$ cat src/rtl/mm_lsu_pkg.sv
// Shared types and constants for the MM-stage load/store unit.
package mm_lsu_pkg;

  localparam logic [31:0] ZeroWord  = 32'h0000_0000;

  localparam logic [1:0]  SIZE_BYTE = 2'd0;
  localparam logic [1:0]  SIZE_HALF = 2'd1;
  localparam logic [1:0]  SIZE_WORD = 2'd2;

  typedef enum logic [1:0] {
    S_IDLE = 2'd0,
    S_WAIT = 2'd1,
    S_DONE = 2'd2
  } state_e;

  // EX/MM values captured when an access is issued; addr[1:0] lives in result[1:0].
  typedef struct packed {
    logic [31:0] result;
    logic [4:0]  regdst;
    logic        memtoreg;
    logic        regwrite;
    logic [1:0]  size;
    logic        uns;
  } lat_t;

endpackage

$ cat src/rtl/mm_lsu_if.sv
// Data-memory request/acknowledge bus between the LSU (master) and data memory (slave).
// dm_req is held with stable dm_we/addr/wdata/be until the cycle dm_ack is sampled high (or abort);
// dm_rdata is only meaningful in a cycle where dm_ack = 1.
interface mm_lsu_if;
  logic        dm_req;
  logic        dm_we;
  logic [31:0] dm_addr;
  logic [31:0] dm_wdata;
  logic [3:0]  dm_be;
  logic [31:0] dm_rdata;
  logic        dm_ack;

  modport master (
    output dm_req, dm_we, dm_addr, dm_wdata, dm_be,
    input  dm_rdata, dm_ack
  );

  modport slave (
    input  dm_req, dm_we, dm_addr, dm_wdata, dm_be,
    output dm_rdata, dm_ack
  );
endinterface

$ cat src/rtl/mm_align.sv
// Combinational lane logic: store data replication and byte enables, misalignment detection,
// and load byte/half extraction with sign or zero extension.
module mm_align
  import mm_lsu_pkg::*;
(
  input  logic [1:0]  st_size_i,
  input  logic [1:0]  st_addr_i,
  input  logic [31:0] st_wdata_i,
  output logic [31:0] st_wdata_o,
  output logic [3:0]  st_be_o,
  output logic        st_misalign_o,
  input  logic [1:0]  ld_size_i,
  input  logic [1:0]  ld_addr_i,
  input  logic        ld_unsigned_i,
  input  logic [31:0] ld_rdata_i,
  output logic [31:0] ld_data_o
);

  logic [7:0]  ld_byte;
  logic [15:0] ld_half;

  always_comb begin
    st_wdata_o    = st_wdata_i;
    st_be_o       = 4'b1111;
    st_misalign_o = 1'b0;
    case (st_size_i)
      SIZE_BYTE: begin
        st_wdata_o = {4{st_wdata_i[7:0]}};
        st_be_o    = 4'b0001 << st_addr_i;
      end
      SIZE_HALF: begin
        st_wdata_o    = {2{st_wdata_i[15:0]}};
        st_be_o       = st_addr_i[1] ? 4'b1100 : 4'b0011;
        st_misalign_o = st_addr_i[0];
      end
      SIZE_WORD: st_misalign_o = |st_addr_i;
      default:   st_misalign_o = |st_addr_i;
    endcase
  end

  always_comb begin
    ld_byte = ld_rdata_i[{ld_addr_i, 3'b000} +: 8];
    ld_half = ld_addr_i[1] ? ld_rdata_i[31:16] : ld_rdata_i[15:0];
    case (ld_size_i)
      SIZE_BYTE: ld_data_o = ld_unsigned_i ? {24'h0, ld_byte} : {{24{ld_byte[7]}}, ld_byte};
      SIZE_HALF: ld_data_o = ld_unsigned_i ? {16'h0, ld_half} : {{16{ld_half[15]}}, ld_half};
      default:   ld_data_o = ld_rdata_i;
    endcase
  end

endmodule

$ cat src/rtl/mm_lsu.sv
// MM-stage load/store unit: issues data-memory accesses, stalls the front of the pipeline
// while one is outstanding, and presents aligned results to mm_wb.
module mm_lsu
  import mm_lsu_pkg::*;
#(
  parameter int DM_TIMEOUT = 16
) (
  input  logic            clk,
  input  logic            rst,
  input  logic            ex_valid,
  input  logic [31:0]     ex_result,
  input  logic [31:0]     ex_wdata,
  input  logic            ex_memread,
  input  logic            ex_memwrite,
  input  logic [1:0]      ex_size,
  input  logic            ex_unsigned,
  input  logic [4:0]      ex_regdst,
  input  logic            ex_memtoreg,
  input  logic            ex_regwrite,
  mm_lsu_if.master        dm,
  output logic [31:0]     mm_mmdata,
  output logic [31:0]     mm_result,
  output logic [4:0]      mm_regdst,
  output logic            mm_memtoreg,
  output logic            mm_regwrite,
  output logic            mm_stall,
  output logic            mm_misalign,
  output logic            mm_buserr,
  output state_e          dbg_state_o
);

  localparam int CW = (DM_TIMEOUT > 1) ? $clog2(DM_TIMEOUT) : 1;
  localparam logic [CW-1:0] CNT_LAST = CW'(DM_TIMEOUT - 1);

  state_e        state_q, state_d;
  logic [CW-1:0] cnt_q, cnt_d;
  logic          req_q, req_d;
  logic          we_q, we_d;
  logic [3:0]    be_q, be_d;
  logic [31:0]   addr_q, addr_d;
  logic [31:0]   wdata_q, wdata_d;
  logic [31:0]   buf_q, buf_d;
  lat_t          lat_q, lat_d;
  logic          fault_q, fault_d;

  logic          memop;
  logic [31:0]   st_wdata;
  logic [3:0]    st_be;
  logic          st_misalign;
  logic [31:0]   ld_data;

  assign memop = ex_valid & (ex_memread | ex_memwrite);

  mm_align u_align (
    .st_size_i     (ex_size),
    .st_addr_i     (ex_result[1:0]),
    .st_wdata_i    (ex_wdata),
    .st_wdata_o    (st_wdata),
    .st_be_o       (st_be),
    .st_misalign_o (st_misalign),
    .ld_size_i     (lat_q.size),
    .ld_addr_i     (lat_q.result[1:0]),
    .ld_unsigned_i (lat_q.uns),
    .ld_rdata_i    (buf_q),
    .ld_data_o     (ld_data)
  );

  always_ff @(posedge clk) begin
    if (!rst) begin
      state_q <= S_IDLE;
      cnt_q   <= '0;
      req_q   <= 1'b0;
      we_q    <= 1'b0;
      be_q    <= 4'b0000;
      addr_q  <= ZeroWord;
      wdata_q <= ZeroWord;
      buf_q   <= ZeroWord;
      lat_q   <= '0;
      fault_q <= 1'b0;
    end else begin
      state_q <= state_d;
      cnt_q   <= cnt_d;
      req_q   <= req_d;
      we_q    <= we_d;
      be_q    <= be_d;
      addr_q  <= addr_d;
      wdata_q <= wdata_d;
      buf_q   <= buf_d;
      lat_q   <= lat_d;
      fault_q <= fault_d;
    end
  end

  always_comb begin
    state_d     = state_q;
    cnt_d       = cnt_q;
    req_d       = req_q;
    we_d        = we_q;
    be_d        = be_q;
    addr_d      = addr_q;
    wdata_d     = wdata_q;
    buf_d       = buf_q;
    lat_d       = lat_q;
    fault_d     = fault_q;
    mm_mmdata   = ZeroWord;
    mm_result   = lat_q.result;
    mm_regdst   = lat_q.regdst;
    mm_memtoreg = lat_q.memtoreg;
    mm_regwrite = 1'b0;
    mm_stall    = 1'b0;
    mm_misalign = 1'b0;
    mm_buserr   = 1'b0;

    case (state_q)
      S_IDLE: begin
        mm_result   = ex_result;
        mm_regdst   = ex_regdst;
        mm_memtoreg = ex_memtoreg;
        if (!memop) begin
          mm_regwrite = ex_regwrite & ex_valid;
        end else if (st_misalign) begin
          mm_misalign = 1'b1;
        end else begin
          mm_stall        = 1'b1;
          req_d           = 1'b1;
          we_d            = ex_memwrite;
          addr_d          = {ex_result[31:2], 2'b00};
          be_d            = st_be;
          wdata_d         = st_wdata;
          lat_d.result    = ex_result;
          lat_d.regdst    = ex_regdst;
          lat_d.memtoreg  = ex_memtoreg;
          lat_d.regwrite  = ex_regwrite;
          lat_d.size      = ex_size;
          lat_d.uns       = ex_unsigned;
          fault_d         = 1'b0;
          cnt_d           = '0;
          state_d         = S_WAIT;
        end
      end
      S_WAIT: begin
        mm_stall = 1'b1;
        if (dm.dm_ack) begin
          buf_d   = dm.dm_rdata;
          req_d   = 1'b0;
          state_d = S_DONE;
        end else if (cnt_q == CNT_LAST) begin
          req_d   = 1'b0;
          fault_d = 1'b1;
          state_d = S_DONE;
        end else begin
          cnt_d = cnt_q + CW'(1);
        end
      end
      S_DONE: begin
        mm_mmdata   = ld_data;
        mm_regwrite = lat_q.regwrite & ~fault_q;
        mm_buserr   = fault_q;
        state_d     = S_IDLE;
      end
      default: state_d = S_IDLE;
    endcase

    // Status outputs read as quiescent while reset is asserted.
    if (!rst) begin
      mm_stall    = 1'b0;
      mm_misalign = 1'b0;
      mm_buserr   = 1'b0;
    end
  end

  assign dm.dm_req    = req_q;
  assign dm.dm_we     = we_q;
  assign dm.dm_addr   = addr_q;
  assign dm.dm_wdata  = wdata_q;
  assign dm.dm_be     = be_q;
  assign dbg_state_o  = state_q;

endmodule

$ cat src/flat_wrapper.sv
// flat-port wrapper written by rule: the top's interface ports become plain ports
module mm_lsu_flat import mm_lsu_pkg::*;
#(
  parameter int DM_TIMEOUT = 16
)
  (clk, rst, ex_valid, ex_result, ex_wdata, ex_memread, ex_memwrite, ex_size, ex_unsigned, ex_regdst, ex_memtoreg, ex_regwrite, mm_mmdata, mm_result, mm_regdst, mm_memtoreg, mm_regwrite, mm_stall, mm_misalign, mm_buserr, dbg_state_o, dm_dm_req, dm_dm_we, dm_dm_addr, dm_dm_wdata, dm_dm_be, dm_dm_rdata, dm_dm_ack);
  mm_lsu_if dm_i ();
  input  logic clk;
  input  logic rst;
  input  logic ex_valid;
  input  logic [31:0] ex_result;
  input  logic [31:0] ex_wdata;
  input  logic ex_memread;
  input  logic ex_memwrite;
  input  logic [1:0] ex_size;
  input  logic ex_unsigned;
  input  logic [4:0] ex_regdst;
  input  logic ex_memtoreg;
  input  logic ex_regwrite;
  output logic [31:0] mm_mmdata;
  output logic [31:0] mm_result;
  output logic [4:0] mm_regdst;
  output logic mm_memtoreg;
  output logic mm_regwrite;
  output logic mm_stall;
  output logic mm_misalign;
  output logic mm_buserr;
  output state_e dbg_state_o;
  output wire logic [$bits(dm_i.dm_req)-1:0] dm_dm_req;
  output wire logic [$bits(dm_i.dm_we)-1:0] dm_dm_we;
  output wire logic [$bits(dm_i.dm_addr)-1:0] dm_dm_addr;
  output wire logic [$bits(dm_i.dm_wdata)-1:0] dm_dm_wdata;
  output wire logic [$bits(dm_i.dm_be)-1:0] dm_dm_be;
  input wire logic [$bits(dm_i.dm_rdata)-1:0] dm_dm_rdata;
  input wire logic [$bits(dm_i.dm_ack)-1:0] dm_dm_ack;
  assign dm_dm_req = dm_i.dm_req;
  assign dm_dm_we = dm_i.dm_we;
  assign dm_dm_addr = dm_i.dm_addr;
  assign dm_dm_wdata = dm_i.dm_wdata;
  assign dm_dm_be = dm_i.dm_be;
  assign dm_i.dm_rdata = dm_dm_rdata;
  assign dm_i.dm_ack = dm_dm_ack;
  mm_lsu #(.DM_TIMEOUT(DM_TIMEOUT)) u_core (.clk(clk), .rst(rst), .ex_valid(ex_valid), .ex_result(ex_result), .ex_wdata(ex_wdata), .ex_memread(ex_memread), .ex_memwrite(ex_memwrite), .ex_size(ex_size), .ex_unsigned(ex_unsigned), .ex_regdst(ex_regdst), .ex_memtoreg(ex_memtoreg), .ex_regwrite(ex_regwrite), .dm(dm_i), .mm_mmdata(mm_mmdata), .mm_result(mm_result), .mm_regdst(mm_regdst), .mm_memtoreg(mm_memtoreg), .mm_regwrite(mm_regwrite), .mm_stall(mm_stall), .mm_misalign(mm_misalign), .mm_buserr(mm_buserr), .dbg_state_o(dbg_state_o));
endmodule
$ cat config.mk
export PLATFORM = sky130hd
export DESIGN_NAME = mm_lsu_flat
export DESIGN_NICKNAME = d
export VERILOG_FILES = /design/src/rtl/mm_lsu_pkg.sv /design/src/rtl/mm_lsu_if.sv /design/src/rtl/mm_align.sv /design/src/rtl/mm_lsu.sv /design/src/flat_wrapper.sv
export SDC_FILE = /design/constraint.sdc
export NUM_CORES = 1
export LEC_CHECK = 0
export ABC_AREA = 1
export CAP_MARGIN = 0
export CORE_MARGIN = 10
export CORE_UTILIZATION = 44
export CTS_BUF_LIST = sky130_fd_sc_hd__clkbuf_8
export DETAILED_ROUTE_END_ITERATION = 8
export HOLD_SLACK_MARGIN = 0.02
export PLACE_DENSITY_LB_ADDON = 0.08
export SETUP_SLACK_MARGIN = 0.02
export SYNTH_ARGS = -nofsm -noshare
export SYNTH_HDL_FRONTEND = slang
export SYNTH_SLANG_ARGS = --single-unit
export TNS_END_PERCENT = 1
$ cat constraint.sdc
create_clock -name clk -period 1.79 [get_ports clk]
set_clock_uncertainty 0.2 [all_clocks]
set_input_delay 0.179 -clock clk [delete_from_list [all_inputs] [get_ports clk]]
set_output_delay 0.179 -clock clk [all_outputs]
set_load 0.1 [all_outputs]
Word-level counts from Yosys, hierarchy flattened
Cells that the tools add are included.
{ "word_totals": {"ff_bits": 149, "latchBits": 0, "mem_bits_rw": 0, "rom_bits": 0, "input_bits": 112, "output_inout_bits": 146, "mem_count": 0} }
{ "op_classes": {"add_sub_neg": 1, "multipliers": 0, "div_mod_pow": 0, "magnitude_cmp": 0, "eq_ne": 11, "n_shift": 2, "muxes": 44, "n_bitwise": 6, "n_reduce_logical": 11} }
{ "op_table": {"columns": ["cell", "n"], "rows": [
  ["32-bit two-way mux", 4],
  ["32-bit one-hot mux with 2 select lines", 2],
  ["32-bit by 6-bit variable part select with 8-bit output", 1],
  ["4-bit two-way mux", 5],
  ["1-bit two-way mux", 19],
  ["16-bit two-way mux", 1],
  ["4-bit one-hot mux with 2 select lines", 2],
  ["1-bit one-hot mux with 2 select lines", 5],
  ["5-bit AND reduction", 2],
  ["2-bit two-way mux", 4],
  ["2-bit by 1-bit equality test with 1-bit output (second input constant)", 3],
  ["2-bit zero test", 3],
  ["2-bit inequality test (second input constant)", 3],
  ["3-bit AND reduction", 2],
  ["5-bit two-way mux", 1],
  ["4-bit by 1-bit adder with 4-bit output (second input constant)", 1],
  ["4-bit equality test (second input constant)", 1],
  ["2-bit by 1-bit inequality test with 1-bit output (second input constant)", 2],
  ["2-bit one-hot mux with 2 select lines", 1],
  ["4-bit AND reduction", 1],
  ["1-bit by 2-bit << shifter with 4-bit output (first input constant)", 1],
  ["1-bit bitwise AND", 3],
  ["3-bit by 2-bit inequality test with 1-bit output (second input constant)", 1],
  ["2-bit equality test (second input constant)", 1],
  ["5 further kinds", 6]
]} }

Logic depth before layout (Yosys ltp)
{ "logic_depth": {"word_depth": 6, "ltp_mapped": 11} }

Hierarchy
Synthesis repeated with hierarchy kept, for this count alone.
{ "hier_totals": {"cells_unflattened": 1025, "hier_area_um2": 6520.0} }
{ "by_module_without_submodules": {"columns": ["module", "n_inst", "cells_each", "area_each_um2"], "rows": [
  ["mm_lsu", 1, 778, 5256.3],
  ["mm_align", 1, 247, 1263.7]
]} }

Worst setup path after synthesis
OpenSTA, ideal clock, no wires.
{ "synth_timing": {"path_kind": "register to output", "from": "register u_core.state_q[0], in the netlist u_core.dbg_state_o[0]", "to": "output port mm_memtoreg", "arrival_ns": 3.810, "required_time_ns": 1.411, "slack_ns": -2.399, "stages_incl_launch_ff": 7, "n_path_buf": 2, "path_cell_list": "dfxtp_1 -> inv_1 -> nand2_1 -> inv_2 -> buf_2 -> clkbuf_1 -> o21ai_0"} }
{ "synth_between": {"elab_chain_cells": 2} }
{ "synth_rtl": {"columns": ["item", "line_no", "source"], "rows": [
  ["from (decl)", "mm_lsu.sv:35", "state_e state_q, state_d;"],
  ["from (signal assigned)", "mm_lsu.sv:81", "state_q <= state_d;"],
  ["2-bit zero test", "mm_lsu.sv:114", "case (state_q)"],
  ["1-bit two-way mux", "mm_lsu.sv:114", null],
  ["to (decl)", "flat_wrapper.sv:23", "output logic mm_memtoreg;"]
]} }
No other way between the ends.

Final worst setup path
{ "layout_timing": {"from": "register u_core.lat_q[2] (netlist name)", "to": "output port mm_mmdata[21]"} }
{ "layout_between": {"elab_chain_cells": 3, "elab_cells_between_ends": 4, "cone_classes": "eq/ne (1); mux (2); reduce/logical (1)"} }
{ "layout_rtl": {"columns": ["item", "line_no", "source"], "rows": [
  ["from (decl)", "mm_lsu.sv:43", "lat_t lat_q, lat_d;"],
  ["from (signal assigned)", "mm_lsu.sv:89", "lat_q <= lat_d;"],
  ["2-bit by 1-bit equality test with 1-bit output or 2-bit zero test (tied branches)", "mm_align.sv:44", "case (ld_size_i)"],
  ["32-bit one-hot mux with 2 select lines *", "mm_align.sv:44", null],
  ["32-bit two-way mux *", "mm_lsu.sv:114", null],
  ["to (decl)", "flat_wrapper.sv:20", "output logic [31:0] mm_mmdata;"]
]} }
Every way passes the cells marked *; elsewhere a longest branch is shown, timed or not.

==> reports/qor.yml <==
synth_edf_count: 0
worst-path-max-fanout: 8
drt_wl_total_mm: 24.8
hp-start: "rst"
numCtsBuffers: 17
antenna_left: 0
p_per_area_nw_per_um2: 841
maxCapViolCount: 0
worstPathRequired_ns: 1.41
synth_area_um2: 6100
design_area_um2: 11600
ys_seq_elements: 119
hold_class: "input pin to flip-flop"
irDropWorstVdd_uv: 588
area_growth_syn_to_layout_pct: 90.2
cts_buffer_depth: 2
intPower_uw: 5960
grt_max_degree: 62
finalCritPeriodShare: 1.30
cts_root_buffer: "clkbuf_8"
p_comb_frac: 0.405
reg2reg_from: "u_core.dbg_state_o[1]"
io_pins: 258
initialDrtViolationCount: 701
path_clk_slew_ns: 0.08
layout_setup_ws_ns: -0.530
antenna_found_initial: 1
yosysTopAreaCell: "dfxtp_1"
cp_top_family: "simple AND/OR/NAND/NOR gates"
synthTopCellsByArea: "dfxtp_1, nand2_1, o21ai_0"
via_per_inst: 5.33
cp-startpoint: "u_core.lat_q[2]"
cp_common_cell: "nand2_2"
place.gp.congestion: 0.945
violations: "setup timing"
ys_seq_area_frac: 0.391
start_kind: "flip-flop"
h-tree-depth: 4
hold_viol_final: 0
grt_usage: 0.251
period_minus_slack_ns: 2.32
first_pass_iters: 5
grt_setup_unrepaired: "yes"
cts_tree: "built"
clkLatencyLatePin_ns: 0.43
dieArea_um2: 19000
fin_nets: 1265
endpoint_kind: "output port"
avgSynthCellArea_um2: 6.70
p_sw_uw: 3790
p_clk_frac: 0.290
seq_power_share: 0.306
drive_above_1_share: 0.317
stdcell_count: 1342
crit_buf_inv: 2
setup.worst_path.class: "flip-flop to output port"
synth_cells: 910
hpwl_mm: 18.3
async_flop_share: 0
drc: 0
io_buffers: 255
max_stage_delay_ns: 0.37
clock_sink_count: 119
cp_cell_sequence: "inv_4, nand2_2, nor2_2, nand2_1, nand2_2, nand2_4, nand3_4, nand2_8, nor2_4, buf_12"
initial_core_util: 0.455
synth-main-ff-cell: "dfxtp_1"
ys_warn_count: 0
dp.cells: 1304
p_leak_uw: 0.00463
vias: 7150
final_cell_mix: "nand2_1, buf_12, a21oi_1"
die_w_um: 138
rows: 42
core-area_um2: 13400
synth_top_area_frac: 0.391
slew_viol_final: 0
synth.distinct_cells: 28
clock.fmax_mhz: 431
final-setup-viol-count: 74
overflow: 0
grt_pass1_vias: 7159
switching_share: 0.389
grt_pass1_wl_mm: 37.4
status: "finished with violations"
cp.arrival_ns: 1.94
final_common_cell: "nand2_1"
die_height_um: 138
wl_per_cell_um: 18.5
slowest_stage: "dfxtp_4"
place_area_um2: 10900
-- final timing paths --
kind,to,slack (ns),cells after the start
worst max register to register,u_core.lat_q[35],0.10,7
worst min register to register,u_core.buf_q[5],0.25,2
worst max-delay path,mm_mmdata[21],-0.53,10
worst min-delay path,u_core.lat_q[27],0.05,4
-- metal layers --
metal  vias to the layer above  routed length (um)  GRT usage
met5                         -                   0          0
met4                         0                 651     0.0985
met3                        53                2400     0.0947
met2                       322               12800      0.441
met1                      3371                8980      0.264
li1                       3404                   -          -
-- final cells by class --
| class | instances | area [um2] |
|---|---|---|
| Timing Repair Buffer | 313 | 4600 |
| Multi-Input combinational cell | 609 | 3510 |
| Sequential cell | 119 | 2400 |
| Fill cell | 732 | 1800 |
| Inverter | 92 | 408 |
| Clock buffer | 23 | 317 |
| Tap cell | 176 | 220 |
| Clock inverter | 9 | 145 |
| Antenna cell | 1 | 2.50 |
-- power by group through the flow --
stage | registers (uW) | logic, uW | clock network, uW
detailed placement | 3030 | 3880 | 0
global route | 3000 | 4100 | 2950
floorplan | 3410 | 2030 | 0
CTS | 2980 | 3910 | 2850
finish | 2980 | 3950 | 2820
global placement | 3030 | 3830 | 0
-- kinds of logic after synthesis --
| group | after synthesis | share of synthesized area |
|---|---|---|
| fa+ha+maj | 1 | 0.00205 |
| flops | 119 | 0.391 |
| other cells | 1 | 0.000615 |
| xor+xnor | 1 | 0.00144 |
| buf+inv | 184 | 0.147 |
| compound gates | 272 | 0.227 |
| simple gates | 332 | 0.231 |
-- state kept, by name (all words and copies together), names as in the netlist --
name	flops
u_core.lat_q	41
u_core.buf_q	32
u_core.dm.dm_wdata	32
u_core.cnt_q	4
u_core.dm.dm_be	4
u_core.dbg_state_o	2
u_core.dm.dm_addr	1
u_core.dm.dm_req	1
u_core.dm.dm_we	1
u_core.fault_q	1
-- stage by stage --
stage / setup WS, ns / utilization / power, uW / setup TNS (ns) / hold WS [ns]
CTS: -0.501 / 0.856 / 9740 / -26.60 / 0.0259
detailed placement: -0.303 / 0.816 / 6910 / -20.94 / 0.245
global placement: -0.211 / 0.816 / 6860 / -13.95 / 0.238
global route: -0.617 / 0.866 / 10100 / -30.04 / 0.0604
finish: -0.530 / 0.866 / 9750 / -24.09 / 0.0502
floorplan: -0.279 / - / 5440 / -14.69 / 0.122
-- Yosys cell counts (8+ instances only) --
library cell / n
o21ai_0: 144
nor2_2: 10
dfxtp_1: 119
buf_4: 34
inv_1: 85
clkbuf_1: 31
o211ai_1: 8
nand3_1: 42
buf_2: 17
a21oi_1: 119
nand2_1: 193
nor2_1: 69
-- what timing repair did --
item | 4_1_cts | 5_1_grt
pin swaps | 5 | 16
resized for setup | 15 | 43
buffers inserted | 1 | 2
endpoints found under the hold margin | 1 | 0
hold buffers | 1 | 0
endpoints found under the setup margin | 74 | 77
gates cloned | 1 | 0
-- tightest hold or removal path, cell delays in order --
cell and delay, ns:
buf_2 0.13, buf_12 0.20, o21ai_0 0.10, a21oi_1 0.04
Note: power is estimated with default switching activity, not from simulation.
